`config.mk`:
```
export PLATFORM = sky130hd
export DESIGN_NAME = dmem_arbiter
export DESIGN_NICKNAME = d
export VERILOG_FILES = /design/src/rtl/dmem_arbiter.sv
export SDC_FILE = /design/constraint.sdc
export NUM_CORES = 1
export LEC_CHECK = 0
export BUFFER_PORTS_ARGS = -buffer_cell sky130_fd_sc_hd__buf_2
export CAP_MARGIN = 20
export CORE_AREA = 3 3 120 122
export CTS_CLUSTER_SIZE = 8
export DETAILED_ROUTE_END_ITERATION = 8
export DIE_AREA = 0 0 123 125
export HOLD_SLACK_MARGIN = 0.15
export PLACE_DENSITY = 0.61
export RECOVER_POWER = 25
export SYNTH_ARGS = -nofsm -noshare
export SYNTH_HDL_FRONTEND = slang
export SYNTH_SLANG_ARGS = --single-unit
```
`constraint.sdc`:
```
create_clock -name clk_i -period 4.4 [get_ports clk_i]
set_input_delay 0.66 -clock clk_i [delete_from_list [all_inputs] [get_ports clk_i]]
set_output_delay 0.66 -clock clk_i [all_outputs]
set_load 0.02 [all_outputs]
```
`src/rtl/dmem_arbiter.sv`:
```
// dmem_arbiter
// Shares the single data-memory port between the CPU M stage (port C) and a
// DMA/loader engine (port D). One transaction is granted at a time. The
// winner's request is registered onto the mem_* outputs and held there until
// memory acknowledges or the watchdog fires. The response is returned to the
// winner only.
//
// Parameters
//   ROUND_ROBIN : 1 = alternate grants under contention, 0 = port C always wins
//   TIMEOUT     : BUSY cycles without mem_ready_i before a forced error end (0 = off)
//   CNT_W       : width of the watchdog counter, must hold TIMEOUT
//
// Ports
//   clk_i, reset_i              clock, synchronous active-high reset
//   c_req_i .. c_byteen_i       CPU request (held until c_done_o)
//   c_rdata_o/c_done_o/c_err_o  CPU response, combinational in the finishing cycle
//   stall_cpu_o                 c_req_i && !c_done_o, to the hazard unit
//   d_* (same as c_*)           DMA request / response
//   mem_en_o .. mem_byteen_o    registered memory request
//   mem_rdata_i, mem_ready_i    memory response / acknowledge
module dmem_arbiter #(
  parameter bit          ROUND_ROBIN = 1'b1,
  parameter int unsigned TIMEOUT     = 16,
  parameter int unsigned CNT_W       = 5
) (
  input  logic        clk_i,
  input  logic        reset_i,
  // CPU port
  input  logic        c_req_i,
  input  logic        c_we_i,
  input  logic [31:0] c_addr_i,
  input  logic [31:0] c_wdata_i,
  input  logic [3:0]  c_byteen_i,
  output logic [31:0] c_rdata_o,
  output logic        c_done_o,
  output logic        c_err_o,
  output logic        stall_cpu_o,
  // DMA port
  input  logic        d_req_i,
  input  logic        d_we_i,
  input  logic [31:0] d_addr_i,
  input  logic [31:0] d_wdata_i,
  input  logic [3:0]  d_byteen_i,
  output logic [31:0] d_rdata_o,
  output logic        d_done_o,
  output logic        d_err_o,
  // Memory port
  output logic        mem_en_o,
  output logic        mem_we_o,
  output logic [31:0] mem_addr_o,
  output logic [31:0] mem_wdata_o,
  output logic [3:0]  mem_byteen_o,
  input  logic [31:0] mem_rdata_i,
  input  logic        mem_ready_i
);

  typedef enum logic {IDLE, BUSY} state_e;

  localparam logic OWN_C = 1'b0;
  localparam logic OWN_D = 1'b1;

  // Counter value seen in the last BUSY cycle before the watchdog fires.
  localparam logic [CNT_W-1:0] CNT_LAST = CNT_W'(TIMEOUT - 1);

  state_e           state_q;
  logic             owner_q;
  logic             last_grant_q;
  logic [CNT_W-1:0] cnt_q;
  logic             mem_en_q;
  logic             mem_we_q;
  logic [31:0]      mem_addr_q;
  logic [31:0]      mem_wdata_q;
  logic [3:0]       mem_byteen_q;

  logic             any_req;
  logic             grant_sel;
  logic             win_we;
  logic [31:0]      win_addr;
  logic [31:0]      win_wdata;
  logic [3:0]       win_byteen;
  logic             busy;
  logic             ack;
  logic             timeout_hit;
  logic             finish;

  // Arbitration: a lone requester wins; under contention round-robin picks
  // the port that did not win last time, fixed priority always picks C.
  always_comb begin
    any_req   = c_req_i | d_req_i;
    grant_sel = OWN_C;
    if (c_req_i && d_req_i) begin
      grant_sel = ROUND_ROBIN ? ~last_grant_q : OWN_C;
    end else if (d_req_i) begin
      grant_sel = OWN_D;
    end
    win_we     = (grant_sel == OWN_D) ? d_we_i     : c_we_i;
    win_addr   = (grant_sel == OWN_D) ? d_addr_i   : c_addr_i;
    win_wdata  = (grant_sel == OWN_D) ? d_wdata_i  : c_wdata_i;
    win_byteen = (grant_sel == OWN_D) ? d_byteen_i : c_byteen_i;
  end

  // Ending conditions. A reset cycle never reports done, so an aborted
  // transaction is silent. An acknowledge in the watchdog cycle wins.
  always_comb begin
    busy        = (state_q == BUSY);
    ack         = busy && mem_ready_i && !reset_i;
    timeout_hit = (TIMEOUT != 0) && busy && !mem_ready_i &&
                  (cnt_q == CNT_LAST) && !reset_i;
    finish      = ack || timeout_hit;
  end

  always_ff @(posedge clk_i) begin
    if (reset_i) begin
      state_q      <= IDLE;
      owner_q      <= OWN_C;
      last_grant_q <= OWN_D;
      cnt_q        <= '0;
      mem_en_q     <= 1'b0;
      mem_we_q     <= 1'b0;
      mem_addr_q   <= '0;
      mem_wdata_q  <= '0;
      mem_byteen_q <= '0;
    end else begin
      case (state_q)
        IDLE: begin
          if (any_req) begin
            owner_q      <= grant_sel;
            mem_en_q     <= 1'b1;
            mem_we_q     <= win_we;
            mem_addr_q   <= win_addr & 32'hFFFF_FFFC;
            mem_wdata_q  <= win_wdata;
            mem_byteen_q <= win_we ? win_byteen : 4'b0000;
            cnt_q        <= '0;
            state_q      <= BUSY;
          end
        end
        BUSY: begin
          if (finish) begin
            last_grant_q <= owner_q;
            mem_en_q     <= 1'b0;
            mem_we_q     <= 1'b0;
            mem_addr_q   <= '0;
            mem_wdata_q  <= '0;
            mem_byteen_q <= '0;
            state_q      <= IDLE;
          end else begin
            // Only reached while mem_ready_i is low.
            cnt_q <= cnt_q + 1'b1;
          end
        end
        default: state_q <= IDLE;
      endcase
    end
  end

  // Responses go to the owner only; a timed-out read returns zero data.
  always_comb begin
    c_done_o  = finish && (owner_q == OWN_C);
    c_err_o   = timeout_hit && (owner_q == OWN_C);
    c_rdata_o = (ack && (owner_q == OWN_C)) ? mem_rdata_i : 32'h0;
    d_done_o  = finish && (owner_q == OWN_D);
    d_err_o   = timeout_hit && (owner_q == OWN_D);
    d_rdata_o = (ack && (owner_q == OWN_D)) ? mem_rdata_i : 32'h0;
    stall_cpu_o = c_req_i && !c_done_o;
  end

  assign mem_en_o     = mem_en_q;
  assign mem_we_o     = mem_we_q;
  assign mem_addr_o   = mem_addr_q;
  assign mem_wdata_o  = mem_wdata_q;
  assign mem_byteen_o = mem_byteen_q;

endmodule

```
==> flow_summary.ini, run 1 <==
[outcome]
status = complete, no violations

[finish]
fin_area_um2 = 5500
drive_above_1_share_pct = 43.9
area_growth_pct = 49.3
nNetsFinal = 830

[synth]
muxShareOfSynthArea_pct = 4.35
yosysUniqueCellTypes = 40
synth-xor-area-share_pct = 0
synth_top_family_by_area = compound AO/OA/AOI/OAI gates
synth-async-reset-ratio_pct = 0
ys.flop_type = dfxtp_1
yosysSeqAreaShare_pct = 41.3
ys_warn_count = 0
synth_top_area_share_pct = 41.3
synth_simple_gate_area_share_pct = 15.5
yosys.area_share.adder_pct = 0.679
ys_top_cells_by_area = dfxtp_1 (41%), o2bb2ai_1 (13%), and2_1 (11%)
syn-cell-area_um2 = 3680
synth_cells = 367
synth_area_leader_cell = dfxtp_1
synth_compound_area_share_pct = 31.6
ys_ff_latch = 76
synth_edf_count = 0
syn_avg_cell_area_um2 = 10.0

[clocking]
cts_setup_buffers = 0
clk_path_buf_depth = 2
ctsRootBufferMaster = clkbuf_16
cts_max_level = 3
cts_tree = done
cts_buffers = 9
cts.sinks = 76
cts_hold_buf = 0
post_cts.resized_instances = 0
clkLatencyLatePin_ns = 0.33
path_clk_slew_ns = 0.06

[floorplanning]
ios = 314
rows = 42
die_area_um2 = 15400
core_um2 = 13300
die_h_um = 125
start_util_pct = 27.7
die_x_um = 123

[sta]
fmax_mhz = 343
worst_slew_pin_slew_ns = 1.03
hold_violations = 0
setup_ws_ns = 1.48
setup_viol = 0
slew_headroom_pct = 30.7
fin_tns_setup_ns = 0
grt_setup_unrepaired = false
layout_min_cycle_time_ns = 2.92
whs_ns = 0.463
maxSlewViolCount = 0
fin_crit_sh_pct = 66.3
skew_ns = 0.0101

[routing]
routed_wl_um = 13500
dr.pass1.iters = 4
drc = 0
vias_per_cell = 4.77
postRouteAntennaNets = 0
num_vias = 3979
wl_per_cell_um = 16.2
drtIter0Drc = 137

[global_routing]
grt_pass1_wl_um = 19600
grt_pass1_vias = 3831
grt_max_degree = 66
grt-ovfl-total = 0
grt.total_usage_pct = 16.2
antenna_found_initial = 2

[worst_setup_path]
rrSetupSlack_ns = 2.38
critPathSlowestCell = and3_1
arrival_ns = 2.26
cp_num_buf_inv = 2
crit_top_cell = buf_2
cp-start-kind = input pin
crit_path_max_incr_delay_ns = 0.69
critical_path.startpoint = reset_i
cp_top_family = simple AND/OR/NAND/NOR gates
critPathRequiredTime_ns = 3.74
crit_fanout = 32
critPathKind = in2out
end_kind = output pin
r2r_cells = 8
r2r_start = cnt_q[0]
crit_chain = buf_2 > and2b_1 > and3_1 > and2_1 > buf_2
regToRegEndpoint = mem_wdata_o[24]

[power_and_ir_drop]
swShare_pct = 29.1
p_sw_w = 0.000543
power.share.clock_pct = 38.8
irDropWorstVdd_v = 0.000151
internal_power_w = 0.00132
seqPwrFrac_pct = 41.2
power_frac_comb_pct = 20.0
power_leakage_nw = 2.62
p_per_area_nw_per_um2 = 339

[placement]
dp.final_hpwl_um = 10500
portBuffers = 307
place_ws_ns = 1.48
place_congestion = 0.764
postPlaceCellArea_um2 = 5250

[worst_hold_path]
whs_endpoint = mem_wdata_o[17]
hp-class = reg2reg
min_from = mem_wdata_o[17]
hold_depth = 1

[run]
maxCapViolCount = 0
==> cell families after synthesis <==
family	after synthesis
compound gates	135
fa+ha+maj	2
buf+inv	41
flops	76
mux	16
other cells	1
simple gates	96
==> worst max-delay path by stage <==
stage	endpoint	slack, ns	depth (start not counted)
3_5_place_dp	c_rdata_o[13]	1.48	5
5_1_grt	d_rdata_o[0]	1.34	5
6_report	c_rdata_o[13]	1.48	5
3_3_place_gp	c_rdata_o[13]	1.56	5
4_1_cts	c_rdata_o[13]	1.48	5
2_1_floorplan	c_err_o	2.12	4
==> synth_stat cells (all sizes together), types with 2 or more instances <==
| cell | count |
|---|---|
| a21boi | 2 |
| a21oi | 5 |
| a22oi | 51 |
| and2 | 66 |
| and3 | 4 |
| buf | 28 |
| clkbuf | 9 |
| dfxtp | 76 |
| ha | 2 |
| inv | 4 |
| mux2i | 16 |
| nand2 | 6 |
| nand3 | 2 |
| nand3b | 2 |
| nor2 | 10 |
| o21ai | 2 |
| o21bai | 2 |
| o2bb2ai | 66 |
==> registers in the layout, indices dropped and copies added (netlist names) <==
signal        count
busy              1
mem_byteen_o      4
mem_en_o          1
last_grant_q      1
cnt_q             5
owner_q           1
mem_addr_o       30
mem_we_o          1
mem_wdata_o      32
==> placed cells by master, fill, tap and decap left out, drive strengths merged, types with 2 or more instances in the layout <==
master    count
nor2         10
o21bai        2
and2         66
ha            2
inv           5
buf         258
a21boi        2
clkinv        2
nand3         2
a22oi        51
o21ai         2
nand2         6
o2bb2ai      66
conb          2
clkinvlp      2
nand3b        2
mux2i        16
and3          4
clkbuf       63
dfxtp        76
a21oi         5
==> power by group through the flow <==
stage,Sequential (W),Combinational (W),Clock (W)
after global routing,0.000777,0.000405,0.000782
final,0.000770,0.000373,0.000724
after global placement,0.000782,0.000376,0
after detailed placement,0.000782,0.000382,0
after floorplan,0.000838,0.000165,0
after CTS,0.000769,0.000383,0.000749
==> per-layer routing <==
metal  vias up  wire length [um]  track usage, %
li1       1948                 -               -
met1      1829              4500            15.4
met2       186              7470            32.7
met3        16              1240            3.88
met4         0               289            5.86
met5         -                 0               0
==> metrics by stage <==
stage,total power (W),cells,util [%]
floorplan,0.00100,368,-
global placement,0.00116,817,39.5
detailed placement,0.00116,817,39.5
CTS,0.00190,833,41.7
global route,0.00196,835,41.4
finish,0.00187,835,41.4
==> cell type report <==
| class | instances | area, um^2 |
|---|---|---|
| clock inverters | 6 | 63.8 |
| flip-flops and latches | 76 | 1520 |
| fillers | 1364 | 7790 |
| repair buffers | 311 | 1510 |
| multi-input cells | 251 | 1940 |
| diodes | 1 | 2.50 |
| well taps | 176 | 220 |
| clock buffers | 10 | 229 |
| inverters | 4 | 15.0 |
Note: power is estimated with default switching activity, not from simulation.
==> run 2: changes to the inputs <==
--- a/config.mk
+++ b/config.mk
@@ -5,14 +5,15 @@
 export SDC_FILE = /design/constraint.sdc
 export NUM_CORES = 1
 export LEC_CHECK = 0
+export ABC_AREA = 1
 export BUFFER_PORTS_ARGS = -buffer_cell sky130_fd_sc_hd__buf_2
 export CAP_MARGIN = 20
-export CORE_AREA = 3 3 120 122
+export CORE_AREA = 3 3 122 124
 export CTS_CLUSTER_SIZE = 8
 export DETAILED_ROUTE_END_ITERATION = 8
-export DIE_AREA = 0 0 123 125
+export DIE_AREA = 0 0 125 127
 export HOLD_SLACK_MARGIN = 0.15
-export PLACE_DENSITY = 0.61
+export PLACE_DENSITY = 0.64
 export RECOVER_POWER = 25
 export SYNTH_ARGS = -nofsm -noshare
 export SYNTH_HDL_FRONTEND = slang
==> constraint.sdc (replaced) <==
create_clock -name clk_i -period 2.7 [get_ports clk_i]
set_input_delay 0.405 -clock clk_i [delete_from_list [all_inputs] [get_ports clk_i]]
set_output_delay 0.405 -clock clk_i [all_outputs]
set_load 0.02 [all_outputs]
==> run 2 against run 1 <==
Cell area increased by 11%. Via count increased by 31%. Critical endpoint is now c_err_o. Critical path type is now reg2out. Sequential power increased by 66%. Clock power increased by 57%. Sequential share of layout area decreased by 2.8 points. Core utilization increased by 2.7 points. Sequential cell count unchanged. Hold slack got worse by 0.054 ns. Die area increased by 3.3%. Synthesized cell count increased by 97%. First-iteration DRC count increased by 100%. Count of clock-buffer cells in the layout increased by 5.
==> flow_summary.ini, run 2 <==
[outcome]
status = complete, no violations

[sta]
maxSlewViolCount = 0
fin_crit_sh_pct = 88.8
fmax_mhz = 417
fin_tns_setup_ns = 0
layout_min_cycle_time_ns = 2.40
setup_viol = 0
grt_setup_unrepaired = false
hold_violations = 0
skew_ns = 0.00471

[synth]
yosysUniqueCellTypes = 21
synth_cells = 722
ys_warn_count = 0
ys_ff_latch = 76
ys_top_cells_by_area = dfxtp_1 (36%), nor2_1 (15%), nand2_1 (13%)
syn-cell-area_um2 = 4230
synth_top_area_share_pct = 36.0
synth_edf_count = 0
yosysMostFrequentCell = nor2_1
synthTopCellsByCount = nor2_1 (170), nand2_1 (145), inv_1 (115), dfxtp_1 (76), nand3_1 (59)
synth-async-reset-ratio_pct = 0
yosysSeqAreaShare_pct = 36.0
syn_avg_cell_area_um2 = 5.86
ys.flop_type = dfxtp_1
synth_area_leader_cell = dfxtp_1

[clocking]
cts_tree = done
cts_hold_buf = 0
clk_path_buf_depth = 2
post_cts.resized_instances = 0
cts_buffers = 9
cts_max_level = 3
cts.sinks = 76
ctsRootBufferMaster = clkbuf_16
cts_setup_buffers = 0
path_clk_slew_ns = 0.06
clkLatencyLatePin_ns = 0.33

[finish]
final_cell_mix = buf_2 (254), nor2_1 (170), nand2_1 (144)
post-route-util_pct = 44.1
area_growth_pct = 44.8
drive_above_1_share_pct = 28.4
layout.cells.non_filler = 1193
largest_reg_flops = 32
nNetsFinal = 1185
final_common_cell = buf_2
antenna_cells_inserted = 0
fin_area_um2 = 6120

[routing]
dr.pass1.iters = 4
drc = 0
vias_per_cell = 4.36
num_vias = 5200
wl_per_cell_um = 12.7
drtIter0Drc = 276
routed_wl_um = 15100
postRouteAntennaNets = 0

[floorplanning]
die_x_um = 125
die_h_um = 127
core_um2 = 13900
die_area_um2 = 15900
start_util_pct = 30.5
rows = 43
ios = 314

[power_and_ir_drop]
design_power_total_w = 0.00326
p_per_area_nw_per_um2 = 532
irDropWorstVdd_v = 0.000224
power_leakage_nw = 3.53

[worst_setup_path]
critPathKind = reg2out
critPathRequiredTime_ns = 2.30
cp-start-kind = flop
end_kind = output pin
arrival_ns = 1.99
crit_fanout = 4

[global_routing]
antenna_found_initial = 2
grt_max_degree = 68
grt-ovfl-total = 0
grt_pass1_wl_um = 24000
grt_pass1_vias = 4776
grt.total_usage_pct = 18.3

[run]
maxCapViolCount = 0

[placement]
portBuffers = 307
dp.final_hpwl_um = 11400
place_congestion = 0.804
postPlaceCellArea_um2 = 5910
dp.cells = 1177

[worst_hold_path]
hp-class = in2reg
[run 2: cell types whose count changed in the layout (fill, tap and decap cells not counted), sizes merged, moves of 7 or more]
cell / change
nor2: +161
nand2: +140
inv: +114
and2: -66
o2bb2ai: -66
nand3: +57
a22oi: -51
o21ai: +49
a21oi: +46
mux2i: -16
buf: +7
[run 2: layout make-up]
class | instances | area [um^2]
inverters | 119 | 447
flip-flops and latches | 76 | 1520
fillers | 1639 | 7760
multi-input cells | 484 | 2070
clock buffers | 15 | 278
clock inverters | 1 | 5.00
well taps | 180 | 225
repair buffers | 318 | 1580
[run 2: power by group]
group / internal [W] / switching (W)
registers: 0.00123 / 0.0000514
logic: 0.000293 / 0.000547
clock network: 0.000697 / 0.000440
[run 2: path summary, 6_finish.rpt]
path	start	to	slack [ns]	depth (start not counted)
worst max register to register	cnt_q[0]	mem_wdata_o[5]	0.72	8
worst min-delay path	d_addr_i[31]	mem_addr_o[31]	0.41	5
worst min register to register	mem_wdata_o[18]	mem_wdata_o[18]	0.46	2
worst max-delay path	cnt_q[0]	c_err_o	0.30	8
[run 2: metrics by stage]
step	setup slack [ns]	hold slack, ns
after floorplan	0.715	0.427
after global placement	0.649	0.445
after detailed placement	0.628	0.449
after CTS	0.254	0.391
after global routing	0.0507	0.421
final	0.303	0.409
[run 2: cell families (layout without fill, tap and decap cells)]
group,after synthesis,in the layout,share of synthesized area [%]
fa+ha+maj,2,2,0.592
compound gates,102,102,12.4
other cells,1,2,0.0887
buf+inv,163,453,15.2
simple gates,378,378,35.7
flops,76,76,36.0
[run 2: metal layers]
metal  GRT usage, %  up-vias  wire length (um)
li1               -     2750                 -
met1           23.4     2256              6440
met2           30.3      169              7250
met3           5.06       21              1210
met4           5.29        4               208
met5              0        -                27
[run 2: critical path: stages, from the launching register on]
cell,delay [ns]
dfxtp_1,0.37
ha_1,0.18
nand2_1,0.07
nor2_1,0.10
ha_1,0.19
nand3_1,0.12
or2_2,0.30
nor2_1,0.14
buf_2,0.19
==> run 3: changes to the inputs <==
--- a/config.mk
+++ b/config.mk
@@ -13,7 +13,7 @@
 export DETAILED_ROUTE_END_ITERATION = 8
 export DIE_AREA = 0 0 125 127
 export HOLD_SLACK_MARGIN = 0.15
-export PLACE_DENSITY = 0.64
+export PLACE_DENSITY_LB_ADDON = 0.08
 export RECOVER_POWER = 25
 export SYNTH_ARGS = -nofsm -noshare
 export SYNTH_HDL_FRONTEND = slang
==> run 3 against run 2 <==
Sequential power about the same. Highest routed layer is now met4. Fmax about the same. Setup slack improved by 0.0021 ns.
==> flow_summary.ini, run 3 (same netlist as run 2, synthesis figures left out) <==
[clocking]
post_cts.resized_instances = 0
clk_path_buf_depth = 2
cts.sinks = 76
cts_tree = done
path_clk_slew_ns = 0.06
clkLatencyLatePin_ns = 0.33
cts_buffers = 9
cts_hold_buf = 0
cts_max_level = 3
ctsRootBufferMaster = clkbuf_16
cts_setup_buffers = 0

[placement]
place_ws_ns = 0.624
place_congestion = 0.757
dp.final_hpwl_um = 11200
portBuffers = 307

[routing]
routed_wl_um = 15200
vias_per_cell = 4.30
postRouteAntennaNets = 0
wl_per_cell_um = 12.7
drtIter0Drc = 257
dr.pass1.iters = 4
drc = 0
num_vias = 5128

[power_and_ir_drop]
irDropWorstVdd_v = 0.000384
p_per_area_nw_per_um2 = 562
power_leakage_nw = 3.55

[sta]
hold_violations = 0
maxSlewViolCount = 0
setup_ws_ns = 0.305
fin_tns_setup_ns = 0
worst_slew_pin_slew_ns = 0.659
layout_min_cycle_time_ns = 2.40
fmax_mhz = 418
skew_ns = 0.00722
setup_viol = 0
fin_crit_sh_pct = 88.7
slew_headroom_pct = 56.1
grt_setup_unrepaired = false

[global_routing]
antenna_found_initial = 1
grt-ovfl-total = 0
grt_pass1_wl_um = 23500
grt.total_usage_pct = 17.9
grt_max_degree = 68
grt_pass1_vias = 4771

[finish]
largest_reg_flops = 32
post-route-util_pct = 44.4
drive_above_1_share_pct = 28.7
nNetsFinal = 1185
area_growth_pct = 45.8
final_cell_mix = buf_2 (254), nor2_1 (170), nand2_1 (144)
final_common_cell = buf_2

[floorplanning]
rows = 43
die_x_um = 125
core_um2 = 13900
ios = 314
die_area_um2 = 15900
die_h_um = 127
start_util_pct = 30.5

[worst_setup_path]
arrival_ns = 1.99
r2r_cells = 8
r2r_start = cnt_q[0]
end_kind = output pin
critPathKind = reg2out
regToRegEndpoint = mem_addr_o[27]
rrSetupSlack_ns = 0.64
crit_fanout = 9
critPathRequiredTime_ns = 2.30
cp-start-kind = flop

[worst_hold_path]
min_from = reset_i
hold_depth = 2
hp-class = in2reg
whs_endpoint = owner_q

[outcome]
status = complete, no violations

[run]
maxCapViolCount = 0
-- run 3: report_power, final --
group	internal [W]	switching, W	total, W
sequential	0.00123	0.0000504	0.00128
clock	0.000882	0.000471	0.00135
combinational	0.000291	0.000542	0.000833
total	0.00240	0.00106	0.00346
-- run 3: how the worst max path moves through the flow --
stage | from | endpoint | slack [ns] | depth (start not counted)
floorplan | cnt_q[0] | stall_cpu_o | 0.72 | 7
global placement | cnt_q[0] | mem_addr_o[27] | 0.63 | 8
detailed placement | cnt_q[0] | mem_wdata_o[13] | 0.62 | 8
CTS | cnt_q[0] | stall_cpu_o | 0.28 | 8
global route | cnt_q[0] | stall_cpu_o | 0.1 | 8
finish | cnt_q[0] | stall_cpu_o | 0.30 | 8
-- run 3: worst max-delay path, cell delays in order, from the launching register on --
cell     delay (ns)
dfxtp_1        0.34
ha_1           0.22
nand2_1        0.08
nor2_1         0.05
ha_1           0.19
o21ai_2        0.38
nor2_1         0.13
nor2_1         0.10
buf_2          0.17
-- run 3: metrics by stage --
step | cells | hold slack (ns) | power [W] | cell area, um^2
2_1_floorplan | 723 | 0.427 | 0.00183 | 4230
6_report | 1193 | 0.317 | 0.00346 | 6160
4_1_cts | 1192 | 0.303 | 0.00353 | 6230
3_3_place_gp | 1177 | 0.447 | 0.00216 | 5890
5_1_grt | 1193 | 0.310 | 0.00368 | 6160
3_5_place_dp | 1177 | 0.450 | 0.00217 | 5890
-- run 3: cell type report --
class | count | area [um^2]
repair buffers | 318 | 1570
clock buffers | 12 | 267
flip-flops and latches | 76 | 1520
fillers | 1577 | 7720
multi-input cells | 484 | 2070
clock inverters | 3 | 68.8
inverters | 119 | 447
well taps | 180 | 225
diodes | 1 | 2.50
-- run 3: routing by layer --
metal	vias up	global-route usage (%)	part of all wire [%]
li1	2755	-	-
met1	2181	21.7	43
met2	172	30.1	47
met3	20	6.94	8.5
met4	0	4.66	1.7
met5	-	0	0
